`src/rtl/pb_i2c_poller_pkg.sv`:
```
// Shared definitions for the I2C poller: transaction types, FSM states,
// the constant poll table and small data-packing helpers.
package pb_i2c_poller_pkg;

    localparam int N_POLL_DEF   = 4;
    localparam int POLL_TBL_MAX = 8;

    localparam logic [3:0] TT_WRITE   = 4'd0;
    localparam logic [3:0] TT_READ2   = 4'd1;
    localparam logic [3:0] TT_RSREAD1 = 4'd2;

    typedef enum logic [1:0] {
        ST_IDLE,
        ST_ISSUE,
        ST_BUSY,
        ST_CAPTURE
    } state_e;

    typedef struct packed {
        logic [3:0] ttype;
        logic [7:0] addr;
        logic [7:0] regn;
    } poll_ent_t;

    // Fixed poll table; only read types appear here.
    function automatic poll_ent_t poll_entry(input logic [2:0] k);
        poll_ent_t e;
        case (k)
            3'd0:    e = '{ttype: TT_READ2,   addr: 8'h48, regn: 8'h00};
            3'd1:    e = '{ttype: TT_RSREAD1, addr: 8'h49, regn: 8'h10};
            3'd2:    e = '{ttype: TT_READ2,   addr: 8'h4A, regn: 8'h20};
            3'd3:    e = '{ttype: TT_RSREAD1, addr: 8'h4B, regn: 8'h30};
            3'd4:    e = '{ttype: TT_READ2,   addr: 8'h4C, regn: 8'h40};
            3'd5:    e = '{ttype: TT_RSREAD1, addr: 8'h4D, regn: 8'h50};
            3'd6:    e = '{ttype: TT_READ2,   addr: 8'h4E, regn: 8'h60};
            default: e = '{ttype: TT_RSREAD1, addr: 8'h4F, regn: 8'h70};
        endcase
        return e;
    endfunction

    // A single-byte read leaves the upper byte zero.
    function automatic logic [15:0] pack_rd(input logic [3:0] t,
                                            input logic [7:0] rd0,
                                            input logic [7:0] rd1);
        return (t == TT_RSREAD1) ? {8'h00, rd0} : {rd1, rd0};
    endfunction

endpackage

```
`src/rtl/pb_poll_timer.sv`:
```
// Poll period counter: raises round_pending_o on each period expiry and
// flags err_overrun_o when an expiry lands on a round still in progress.
// Ports: clk/reset, enable_i, period_i, round_start_i (consume pending),
// round_active_i, round_pending_o, err_overrun_o (sticky).
module pb_poll_timer (
    input  logic        clk,
    input  logic        reset,
    input  logic        enable_i,
    input  logic [23:0] period_i,
    input  logic        round_start_i,
    input  logic        round_active_i,
    output logic        round_pending_o,
    output logic        err_overrun_o
);

    logic [23:0] cnt_q, cnt_d;
    logic        pend_q, pend_d;
    logic        ovr_q, ovr_d;
    logic        run;
    logic        expire;

    assign run    = enable_i && (period_i != 24'd0);
    // >= keeps the counter from running away if period shrinks mid-count.
    assign expire = run && (cnt_q >= period_i - 24'd1);

    always_comb begin
        cnt_d  = 24'd0;
        pend_d = pend_q;
        ovr_d  = ovr_q;
        if (run && !expire) begin
            cnt_d = cnt_q + 24'd1;
        end
        if (round_start_i || !run) begin
            pend_d = 1'b0;
        end
        // An expiry on a round still waiting or running is dropped.
        if (expire) begin
            if (pend_q || round_active_i) begin
                ovr_d = 1'b1;
            end else begin
                pend_d = 1'b1;
            end
        end
    end

    always_ff @(posedge clk) begin
        if (reset) begin
            cnt_q  <= 24'd0;
            pend_q <= 1'b0;
            ovr_q  <= 1'b0;
        end else begin
            cnt_q  <= cnt_d;
            pend_q <= pend_d;
            ovr_q  <= ovr_d;
        end
    end

    assign round_pending_o = pend_q;
    assign err_overrun_o   = ovr_q;

endmodule

```
`src/rtl/pb_i2c_poller.sv`:
```
// I2C poller: arbitrates host transactions and periodic poll-table reads
// onto one transaction engine (start/status handshake), stores results.
// Ports: clk/reset, enable/period (polling), host_* (request/result),
// i2c_* (engine side), poll_data/poll_valid/round_done, err_tmo/err_overrun.
module pb_i2c_poller
    import pb_i2c_poller_pkg::*;
#(
    parameter int N_POLL    = N_POLL_DEF,
    parameter int ISSUE_TMO = 8
) (
    input  logic                 clk,
    input  logic                 reset,
    input  logic                 enable,
    input  logic [23:0]          period,
    input  logic                 host_req,
    input  logic [3:0]           host_type,
    input  logic [7:0]           host_addr,
    input  logic [7:0]           host_reg,
    input  logic [7:0]           host_wr0,
    input  logic [7:0]           host_wr1,
    output logic                 host_busy,
    output logic                 host_done,
    output logic [7:0]           host_rd0,
    output logic [7:0]           host_rd1,
    output logic                 i2c_start,
    output logic [3:0]           i2c_type,
    output logic [7:0]           i2c_addr,
    output logic [7:0]           i2c_reg,
    output logic [7:0]           i2c_wr_data0,
    output logic [7:0]           i2c_wr_data1,
    input  logic                 i2c_status,
    input  logic [7:0]           i2c_rd_data0,
    input  logic [7:0]           i2c_rd_data1,
    output logic [16*N_POLL-1:0] poll_data,
    output logic [N_POLL-1:0]    poll_valid,
    output logic                 round_done,
    output logic                 err_tmo,
    output logic                 err_overrun
);

    localparam int IDX_W = (N_POLL > 1) ? $clog2(N_POLL) : 1;
    localparam int TMO_W = (ISSUE_TMO > 1) ? $clog2(ISSUE_TMO) : 1;

    state_e              state_q;
    logic                busy_q;
    logic [3:0]          hq_type_q;
    logic [7:0]          hq_addr_q;
    logic [7:0]          hq_reg_q;
    logic [7:0]          hq_wr0_q;
    logic [7:0]          hq_wr1_q;
    logic                cur_host_q;
    logic                round_act_q;
    logic [IDX_W-1:0]    idx_q;
    logic [TMO_W-1:0]    tmo_q;
    logic                done_q;
    logic [7:0]          rd0_q;
    logic [7:0]          rd1_q;
    logic                start_q;
    logic [3:0]          type_q;
    logic [7:0]          addr_q;
    logic [7:0]          reg_q;
    logic [7:0]          wr0_q;
    logic [7:0]          wr1_q;
    logic [16*N_POLL-1:0] pdata_q;
    logic [N_POLL-1:0]   pvalid_q;
    logic                rdone_q;
    logic                etmo_q;

    logic                round_pending;
    logic                round_start;
    logic [IDX_W-1:0]    nxt_idx;
    poll_ent_t           nxt_ent;
    logic                last_ent;

    // A new round starts only when no host request is waiting.
    assign round_start = (state_q == ST_IDLE) && !busy_q &&
                         !round_act_q && round_pending;
    assign nxt_idx     = round_act_q ? idx_q : '0;
    assign nxt_ent     = poll_entry(3'(nxt_idx));
    assign last_ent    = (idx_q == IDX_W'(N_POLL - 1));

    pb_poll_timer u_timer (
        .clk             (clk),
        .reset           (reset),
        .enable_i        (enable),
        .period_i        (period),
        .round_start_i   (round_start),
        .round_active_i  (round_act_q),
        .round_pending_o (round_pending),
        .err_overrun_o   (err_overrun)
    );

    always_ff @(posedge clk) begin
        if (reset) begin
            state_q     <= ST_IDLE;
            busy_q      <= 1'b0;
            hq_type_q   <= 4'd0;
            hq_addr_q   <= 8'd0;
            hq_reg_q    <= 8'd0;
            hq_wr0_q    <= 8'd0;
            hq_wr1_q    <= 8'd0;
            cur_host_q  <= 1'b0;
            round_act_q <= 1'b0;
            idx_q       <= '0;
            tmo_q       <= '0;
            done_q      <= 1'b0;
            rd0_q       <= 8'd0;
            rd1_q       <= 8'd0;
            start_q     <= 1'b0;
            type_q      <= 4'd0;
            addr_q      <= 8'd0;
            reg_q       <= 8'd0;
            wr0_q       <= 8'd0;
            wr1_q       <= 8'd0;
            pdata_q     <= '0;
            pvalid_q    <= '0;
            rdone_q     <= 1'b0;
            etmo_q      <= 1'b0;
        end else begin
            done_q  <= 1'b0;
            rdone_q <= 1'b0;

            if (host_req && !busy_q) begin
                busy_q    <= 1'b1;
                hq_type_q <= host_type;
                hq_addr_q <= host_addr;
                hq_reg_q  <= host_reg;
                hq_wr0_q  <= host_wr0;
                hq_wr1_q  <= host_wr1;
            end

            unique case (state_q)
                ST_IDLE: begin
                    if (busy_q) begin
                        cur_host_q <= 1'b1;
                        type_q     <= hq_type_q;
                        addr_q     <= hq_addr_q;
                        reg_q      <= hq_reg_q;
                        wr0_q      <= hq_wr0_q;
                        wr1_q      <= hq_wr1_q;
                        start_q    <= 1'b1;
                        tmo_q      <= '0;
                        state_q    <= ST_ISSUE;
                    end else if (round_act_q || round_pending) begin
                        round_act_q <= 1'b1;
                        idx_q       <= nxt_idx;
                        cur_host_q  <= 1'b0;
                        type_q      <= nxt_ent.ttype;
                        addr_q      <= nxt_ent.addr;
                        reg_q       <= nxt_ent.regn;
                        wr0_q       <= 8'd0;
                        wr1_q       <= 8'd0;
                        start_q     <= 1'b1;
                        tmo_q       <= '0;
                        state_q     <= ST_ISSUE;
                    end
                end
                ST_ISSUE: begin
                    if (i2c_status) begin
                        start_q <= 1'b0;
                        state_q <= ST_BUSY;
                    end else if (tmo_q == TMO_W'(ISSUE_TMO - 1)) begin
                        // Engine never answered: abandon this transaction.
                        start_q <= 1'b0;
                        etmo_q  <= 1'b1;
                        state_q <= ST_IDLE;
                        if (cur_host_q) begin
                            done_q <= 1'b1;
                            busy_q <= 1'b0;
                        end else if (last_ent) begin
                            round_act_q <= 1'b0;
                            rdone_q     <= 1'b1;
                        end else begin
                            idx_q <= idx_q + 1'b1;
                        end
                    end else begin
                        tmo_q <= tmo_q + 1'b1;
                    end
                end
                ST_BUSY: begin
                    if (!i2c_status) begin
                        state_q <= ST_CAPTURE;
                        if (cur_host_q) begin
                            rd0_q  <= i2c_rd_data0;
                            rd1_q  <= i2c_rd_data1;
                            done_q <= 1'b1;
                            busy_q <= 1'b0;
                        end else begin
                            pdata_q[16*int'(idx_q) +: 16] <=
                                pack_rd(type_q, i2c_rd_data0, i2c_rd_data1);
                            pvalid_q[idx_q] <= 1'b1;
                        end
                    end
                end
                ST_CAPTURE: begin
                    state_q <= ST_IDLE;
                    if (!cur_host_q) begin
                        if (last_ent) begin
                            round_act_q <= 1'b0;
                            rdone_q     <= 1'b1;
                        end else begin
                            idx_q <= idx_q + 1'b1;
                        end
                    end
                end
                default: state_q <= ST_IDLE;
            endcase
        end
    end

    assign host_busy    = busy_q;
    assign host_done    = done_q;
    assign host_rd0     = rd0_q;
    assign host_rd1     = rd1_q;
    assign i2c_start    = start_q;
    assign i2c_type     = type_q;
    assign i2c_addr     = addr_q;
    assign i2c_reg      = reg_q;
    assign i2c_wr_data0 = wr0_q;
    assign i2c_wr_data1 = wr1_q;
    assign poll_data    = pdata_q;
    assign poll_valid   = pvalid_q;
    assign round_done   = rdone_q;
    assign err_tmo      = etmo_q;

endmodule
```
`config.mk`:
```
export PLATFORM = sky130hd
export DESIGN_NAME = pb_i2c_poller
export DESIGN_NICKNAME = d
export VERILOG_FILES = /design/src/rtl/pb_i2c_poller_pkg.sv /design/src/rtl/pb_poll_timer.sv /design/src/rtl/pb_i2c_poller.sv
export SDC_FILE = /design/constraint.sdc
export NUM_CORES = 1
export LEC_CHECK = 0
export CAP_MARGIN = 25
export CELL_PAD_IN_SITES_DETAIL_PLACEMENT = 1
export CELL_PAD_IN_SITES_GLOBAL_PLACEMENT = 1
export CORE_MARGIN = 2
export CORE_UTILIZATION = 36
export CTS_CLUSTER_DIAMETER = 50
export DETAILED_ROUTE_END_ITERATION = 12
export PLACE_DENSITY = 0.89
export SETUP_SLACK_MARGIN = 0.5
export SLEW_MARGIN = 20
export SYNTH_ARGS = -nofsm -noshare
export SYNTH_HDL_FRONTEND = slang
export SYNTH_SLANG_ARGS = --single-unit
```
`constraint.sdc`:
```
create_clock -name clk -period 4.9 [get_ports clk]
set_input_delay 0.98 -clock clk [delete_from_list [all_inputs] [get_ports clk]]
set_output_delay 0.98 -clock clk [all_outputs]
set_load 0.05 [all_outputs]
```
==> results.sh, run 1 <==
export IMPL_antenna_found_initial=1
export IMPL_worstMarginPinSlew_ns=0.736
export IMPL_cts_htree_levels=4
export IMPL_root_buffer="clkbuf_16"
export IMPL_grt_usage=0.216
export IMPL_ys_warn_count=0
export IMPL_min_period_ns=4.33
export IMPL_clock_sinks=196
export IMPL_crit_fanout=12
export IMPL_clkPwrFrac=0.342
export IMPL_drv_slew=0
export IMPL_ys_types=48
export IMPL_cp_start_kind="input pin"
export IMPL_finClkSkew_ns=0.00977
export IMPL_switchingPower_mw=1.30
export IMPL_switching_share=0.331
export IMPL_p_leak_nw=4.09
export IMPL_largest_reg_flops=64
export IMPL_cts_max_path_buffers=2
export IMPL_port_buffer_count=206
export IMPL_grt_pass1_wl_microns=41100
export IMPL_synth_edf_count=0
export IMPL_die_h_microns=155
export IMPL_clk_pin_slew_worst_paths_ns=0.07
export IMPL_nets=1262
export IMPL_gr_total_overflow=0
export IMPL_route_detailed_drc=0
export IMPL_io_pins=207
export IMPL_report_final_hold_viol_count=0
export IMPL_holdWs_ns=0.458
export IMPL_layout_worst_path_cycle_share=0.883
export IMPL_ys_ff_latch=196
export IMPL_wl_microns=26100
export IMPL_p_comb_frac=0.213
export IMPL_synth_nets=1061
export IMPL_hpwlAfterDp_microns=18300
export IMPL_dr_first_iter_drc_count=359
export IMPL_avgSynthCellArea_sq_um=8.68
export IMPL_status="finished clean"
export IMPL_crit_arrival_ns=4.70
export IMPL_synthArstFlopShare=0
export IMPL_seqPwrFrac=0.445
export IMPL_hold_path_class="register to register"
export IMPL_cellInternalPower_mw=2.64
export IMPL_cts_hold_buffers=0
export IMPL_vias=7611
export IMPL_die_area_sq_um=23900
export IMPL_cts_buffers=17
export IMPL_nFillCells=2584
export IMPL_grt_max_degree=62
export IMPL_via_per_inst=5.29
export IMPL_clkLatencyLatePin_ns=0.44
export IMPL_gp_congestion=0.822
export IMPL_drive_above_1_share=0.0694
export IMPL_slew_headroom=0.508
export IMPL_wl_per_cell_microns=18.1
export IMPL_finalSetupViolCount=0
export IMPL_syn_instance_count=940
export IMPL_start_util=0.364
export IMPL_area_growth_pct=38.0
export IMPL_die_width_microns=155
export IMPL_diodes=0
export IMPL_syn_area_sq_um=8160
export IMPL_row_count=55
export IMPL_final_area_sq_um=11300
export IMPL_grt_pass1_vias=7875
export IMPL_rrSetupSlack_ns=1.76
export IMPL_critPathKind="input pin to register"
export IMPL_place_area_sq_um=10500
export IMPL_p_per_area_nw_per_um2=350
export IMPL_cts_tree="built"
export IMPL_cp_end_kind="register"
export IMPL_required_ns=5.27
export IMPL_rsz0062_at_grt="no"
export IMPL_dr_pass1_iters=5
export IMPL_maxCapViolCount=0
export IMPL_yosysSeqAreaShare=0.481
export IMPL_ir_worst_vdd_mv=0.253
export IMPL_core_sq_um=22400
export IMPL_yosys_most_used_dff="dfxtp_1"
export IMPL_ant_nets=0
export IMPL_max_freq_ghz=0.231
-- path summary, 6_finish.rpt --
check / start / endpoint / depth (start not counted)
worst min register to register: hq_type_q[3] / hq_type_q[3] / 2
worst min-delay path: hq_type_q[3] / hq_type_q[3] / 2
worst max-delay path: period[6] / u_timer.cnt_q[15] / 15
worst max register to register: state_q[0] / poll_data[10] / 9
-- worst max-delay path: stages --
cell            delay (ns)
dlymetal6s2s_1        0.14
or4_4                 0.54
or4_4                 0.53
nor2b_4               0.14
nand2_2               0.06
or3_4                 0.36
xor2_1                0.16
ha_1                  0.33
buf_4                 0.14
a21oi_1               0.17
o21ai_0               0.19
a221oi_2              0.24
nand4_1               0.32
buf_12                0.26
nor2_1                0.12
-- layer usage --
layer  up-vias  GRT usage  part of all wire
li1       3666          -                 -
met1      3729      0.257              0.43
met2       164      0.371              0.49
met3        50     0.0591             0.052
met4         2     0.0855             0.032
met5         -          0           0.00046
-- cell usage after synthesis (3+ instances only) --
library cell,instances,area share
ha_1,40,0.061
nor4b_1,3,0.0032
a21oi_1,77,0.047
o21ai_0,10,0.0061
nor4_1,6,0.0046
and3_1,7,0.0054
a211oi_1,3,0.0028
inv_1,14,0.0064
and2_1,3,0.0023
a22oi_1,94,0.086
a221oi_1,5,0.0054
nor2b_1,9,0.0069
xor2_1,23,0.025
nor3_1,12,0.0074
xnor2_1,21,0.023
or3_1,4,0.0031
nand3_1,16,0.0098
nor2_1,154,0.071
dfxtp_1,196,0.48
nand4_1,9,0.0069
nand2_1,143,0.066
and4_1,3,0.0032
clkbuf_1,43,0.020
nand2b_1,6,0.0046
buf_2,6,0.0037
-- stage by stage --
| step | utilization | cells | setup TNS [ns] | setup WS (ns) | power [mW] |
|---|---|---|---|---|---|
| after detailed placement | 0.470 | 1400 | -1.51 | -0.132 | 2.62 |
| after global placement | 0.470 | 1400 | 0 | 0.0591 | 2.59 |
| after CTS | 0.496 | 1431 | 0 | 0.511 | 3.97 |
| final | 0.502 | 1438 | 0 | 0.572 | 3.94 |
| after floorplan | - | 940 | 0 | 0.627 | 2.30 |
| after global routing | 0.502 | 1438 | 0 | 0.493 | 4.12 |
-- power groups by stage --
stage               sequential, mW  clock, mW  combinational [mW]
global route                  1.77       1.43               0.916
finish                        1.75       1.35               0.840
detailed placement            1.79          0               0.826
global placement              1.78          0               0.805
CTS                           1.75       1.37               0.839
floorplan                     1.89          0               0.414
-- layout by cell type, fill, tap and decap left out, drive strengths merged, types with 5 or more instances in the layout --
cell / synthesis / routed
clkdlybuf4s50: 0 / 197
dfxtp: 196 / 196
nor2: 154 / 154
nand2: 144 / 144
a22oi: 94 / 94
a21oi: 77 / 77
ha: 40 / 40
buf: 8 / 27
xor2: 23 / 23
xnor2: 21 / 21
inv: 14 / 21
clkbuf: 43 / 18
nand3: 16 / 16
nor3: 13 / 13
o21ai: 10 / 10
nor2b: 10 / 10
nand4: 9 / 9
dlymetal6s2s: 0 / 8
and3: 7 / 7
nor4: 7 / 7
nand2b: 6 / 6
clkinv: 0 / 6
nor4b: 6 / 6
a221oi: 5 / 5
-- layout make-up --
type | instances | area (sq um) | area share
inverter | 14 | 52.6 | 0.00467
timing repair buffer | 233 | 2320 | 0.206
multi-input combinational | 679 | 4050 | 0.360
sequential | 196 | 3920 | 0.348
clock buffer | 17 | 425 | 0.0378
clock inverter | 14 | 139 | 0.0123
tap | 285 | 357 | 0.0317
-- what timing repair did --
| item | CTS | global route |
|---|---|---|
| pin swaps | 1 | 7 |
| cloned | 0 | 2 |
| endpoints found under the setup margin | 25 | 26 |
| resized for setup | 1 | 18 |
| setup buffers | 0 | 5 |
-- cell families (layout without fill, tap and decap cells) --
family / count (synthesis) / after routing / share of synthesized area
buffers and inverters: 65 / 278 / 0.0308
XOR/XNOR: 44 / 44 / 0.0472
AO/OA/AOI/OAI: 203 / 203 / 0.161
flip-flops: 196 / 196 / 0.481
adder cells (fa/ha/maj): 40 / 40 / 0.0613
AND/OR/NAND/NOR: 392 / 392 / 0.218
No activity file was read; power rests on OpenSTA's default activity.
==> inputs of run 2 (changes only) <==
- CELL_PAD_IN_SITES_DETAIL_PLACEMENT: 1 -> default
- CELL_PAD_IN_SITES_GLOBAL_PLACEMENT: 1 -> default
- CORE_UTILIZATION: 36 -> 49
- PLACE_DENSITY: 0.89 -> 0.9
==> run 2 against run 1 <==
Sequential power is essentially flat. Combinational power is 1% lower. Die area decreased by 26%. Largest power group unchanged. Highest routed layer is now met4.
==> results.sh, run 2 (same netlist as run 1, synthesis figures left out) <==
export IMPL_cp_start_kind="input pin"
export IMPL_min_path_cells=2
export IMPL_worstMarginPinSlew_ns=0.922
export IMPL_hold_path_class="register to register"
export IMPL_cts_buffers=17
export IMPL_layout_commonest_cell="clkdlybuf4s50_1"
export IMPL_final_cell_mix="197 x clkdlybuf4s50_1, 196 x dfxtp_1, 154 x nor2_1"
export IMPL_row_count=47
export IMPL_status="finished clean"
export IMPL_wl_microns=22900
export IMPL_die_h_microns=133
export IMPL_switching_share=0.323
export IMPL_ir_worst_vdd_mv=0.361
export IMPL_worstRegToRegCells=9
export IMPL_cts_tree="built"
export IMPL_maxCapViolCount=0
export IMPL_vias=7595
export IMPL_clkPwrFrac=0.339
export IMPL_grt_max_degree=92
export IMPL_grt_pass1_wl_microns=36800
export IMPL_setup_slack_ns=0.631
export IMPL_core_sq_um=16400
export IMPL_dpl_worst_slack_ns=-0.0861
export IMPL_finClkSkew_ns=0.0134
export IMPL_p_leak_nw=4.08
export IMPL_nets=1260
export IMPL_worst_path_buf_inv=2
export IMPL_clk_pin_slew_worst_paths_ns=0.07
export IMPL_drive_above_1_share=0.0668
export IMPL_slew_headroom=0.385
export IMPL_rrSetupSlack_ns=1.63
export IMPL_layout_worst_path_cycle_share=0.871
export IMPL_area_growth_pct=36.6
export IMPL_gp_congestion=0.863
export IMPL_path_cells="dlymetal6s2s_1 -> or4_4 -> or4_4 -> nor2b_4 -> nand2_2 -> or3_4 -> xor2_2 -> ha_1 -> nand4_1 -> nor4_2 -> and4_1 -> o21ai_2 -> nand4_1 -> clkbuf_16 -> nor2_1"
export IMPL_via_per_inst=5.54
export IMPL_switchingPower_mw=1.26
export IMPL_worstReg2RegEnd="poll_data[10]"
export IMPL_grt_usage=0.255
export IMPL_report_final_hold_viol_count=0
export IMPL_largest_reg_flops=64
export IMPL_final_util=0.680
export IMPL_p_per_area_nw_per_um2=350
export IMPL_ant_nets=0
export IMPL_dr_first_iter_drc_count=613
export IMPL_antenna_found_initial=0
export IMPL_clkLatencyLatePin_ns=0.43
export IMPL_die_width_microns=133
export IMPL_cellInternalPower_mw=2.65
export IMPL_drv_slew=0
export IMPL_finalSetupViolCount=0
export IMPL_max_stage_delay_ns=0.54
export IMPL_cts_htree_levels=4
export IMPL_cp_slowest_cell="or4_4"
export IMPL_cp_top_family="simple AND/OR/NAND/NOR gates"
export IMPL_critPathKind="input pin to register"
export IMPL_rsz0062_at_grt="no"
export IMPL_nFillCells=1183
export IMPL_gr_total_overflow=0
export IMPL_dr_pass1_iters=5
export IMPL_port_buffer_count=206
export IMPL_p_comb_frac=0.212
export IMPL_wl_per_cell_microns=16.7
export IMPL_clock_sinks=196
export IMPL_hpwlAfterDp_microns=15700
export IMPL_start_util=0.497
export IMPL_io_pins=207
export IMPL_min_period_ns=4.27
export IMPL_die_area_sq_um=17700
export IMPL_required_ns=5.22
export IMPL_r2r_start="state_q[0]"
export IMPL_cp_end_kind="register"
export IMPL_diodes=0
export IMPL_root_buffer="clkbuf_16"
export IMPL_min_to="host_rd1[5]"
export IMPL_seqPwrFrac=0.449
export IMPL_cts_max_path_buffers=2
export IMPL_grt_pass1_vias=7488
export IMPL_fin_tns_setup_ns=0
export IMPL_hp_start="host_rd1[5]"
export IMPL_crit_fanout=6
export IMPL_route_detailed_drc=0
export IMPL_crit_arrival_ns=4.59
export IMPL_max_freq_ghz=0.234
==> run 2: cell types whose count changed in the layout (fill, tap and decap cells not counted), sizes merged <==
| cell | change |
|---|---|
| clkinv | +1 |
| buf | -2 |
| clkbuf | +1 |
| inv | -1 |
==> run 2: routing by layer <==
| layer | global-route usage | wire length, microns |
|---|---|---|
| met1 | 0.302 | 9180 |
| met2 | 0.438 | 11200 |
| met3 | 0.0720 | 1710 |
| met4 | 0.0968 | 824 |
| met5 | 0 | 0 |
==> run 2: through the flow <==
step           cells  hold slack [ns]  cell area [sq um]  power [mW]
3_3_place_gp    1333            0.441              10400        2.56
2_1_floorplan    940            0.436               8160        2.30
3_5_place_dp    1333            0.446              10400        2.58
6_report        1372            0.456              11200        3.91
5_1_grt         1372            0.475              11200        4.06
4_1_cts         1365            0.456              11000        3.90
==> run 2: repair_timing <==
action	CTS	global route
hold buffers	0	0
buffers inserted	0	4
gates cloned	0	2
endpoints found under the setup margin	25	26
pin swaps	1	8
gates resized for setup	1	16
==> run 2: final cells by class <==
class | count | area, sq um | area share
Sequential cell | 196 | 3920 | 0.352
Inverter | 14 | 52.6 | 0.00471
Clock inverter | 14 | 123 | 0.0110
Timing Repair Buffer | 231 | 2300 | 0.207
Tap cell | 220 | 275 | 0.0247
Multi-Input combinational cell | 679 | 4030 | 0.362
Clock buffer | 18 | 439 | 0.0394
==> run 2: how the worst max path moves through the flow <==
stage | slack, ns | to | cells after the start | start
global placement | 0.04 | u_timer.err_overrun_o | 14 | period[3]
floorplan | 0.63 | u_timer.cnt_q[15] | 14 | period[3]
finish | 0.63 | u_timer.cnt_q[3] | 15 | period[7]
CTS | 0.53 | u_timer.err_overrun_o | 14 | period[3]
global route | 0.40 | u_timer.cnt_q[0] | 15 | period[10]
detailed placement | -0.09 | u_timer.err_overrun_o | 14 | period[3]
==> run 2: power by group through the flow <==
stage | Clock (mW) | Sequential (mW) | Combinational (mW)
after floorplan | 0 | 1.89 | 0.414
after global placement | 0 | 1.78 | 0.784
after detailed placement | 0 | 1.79 | 0.794
after CTS | 1.33 | 1.75 | 0.815
after global routing | 1.40 | 1.76 | 0.897
final | 1.32 | 1.75 | 0.830
==> run 2: worst min-delay path, cell delays in order, from the launching register on <==
cell and delay, ns:
dfxtp_1 0.31, nand2_1 0.05, a21oi_1 0.05
==> inputs of run 3 (changes only) <==
- HOLD_SLACK_MARGIN: default -> 0.08
==> results of run 3 <==
Same layout as run 2: the final DEF is identical, and so are final timing and power.
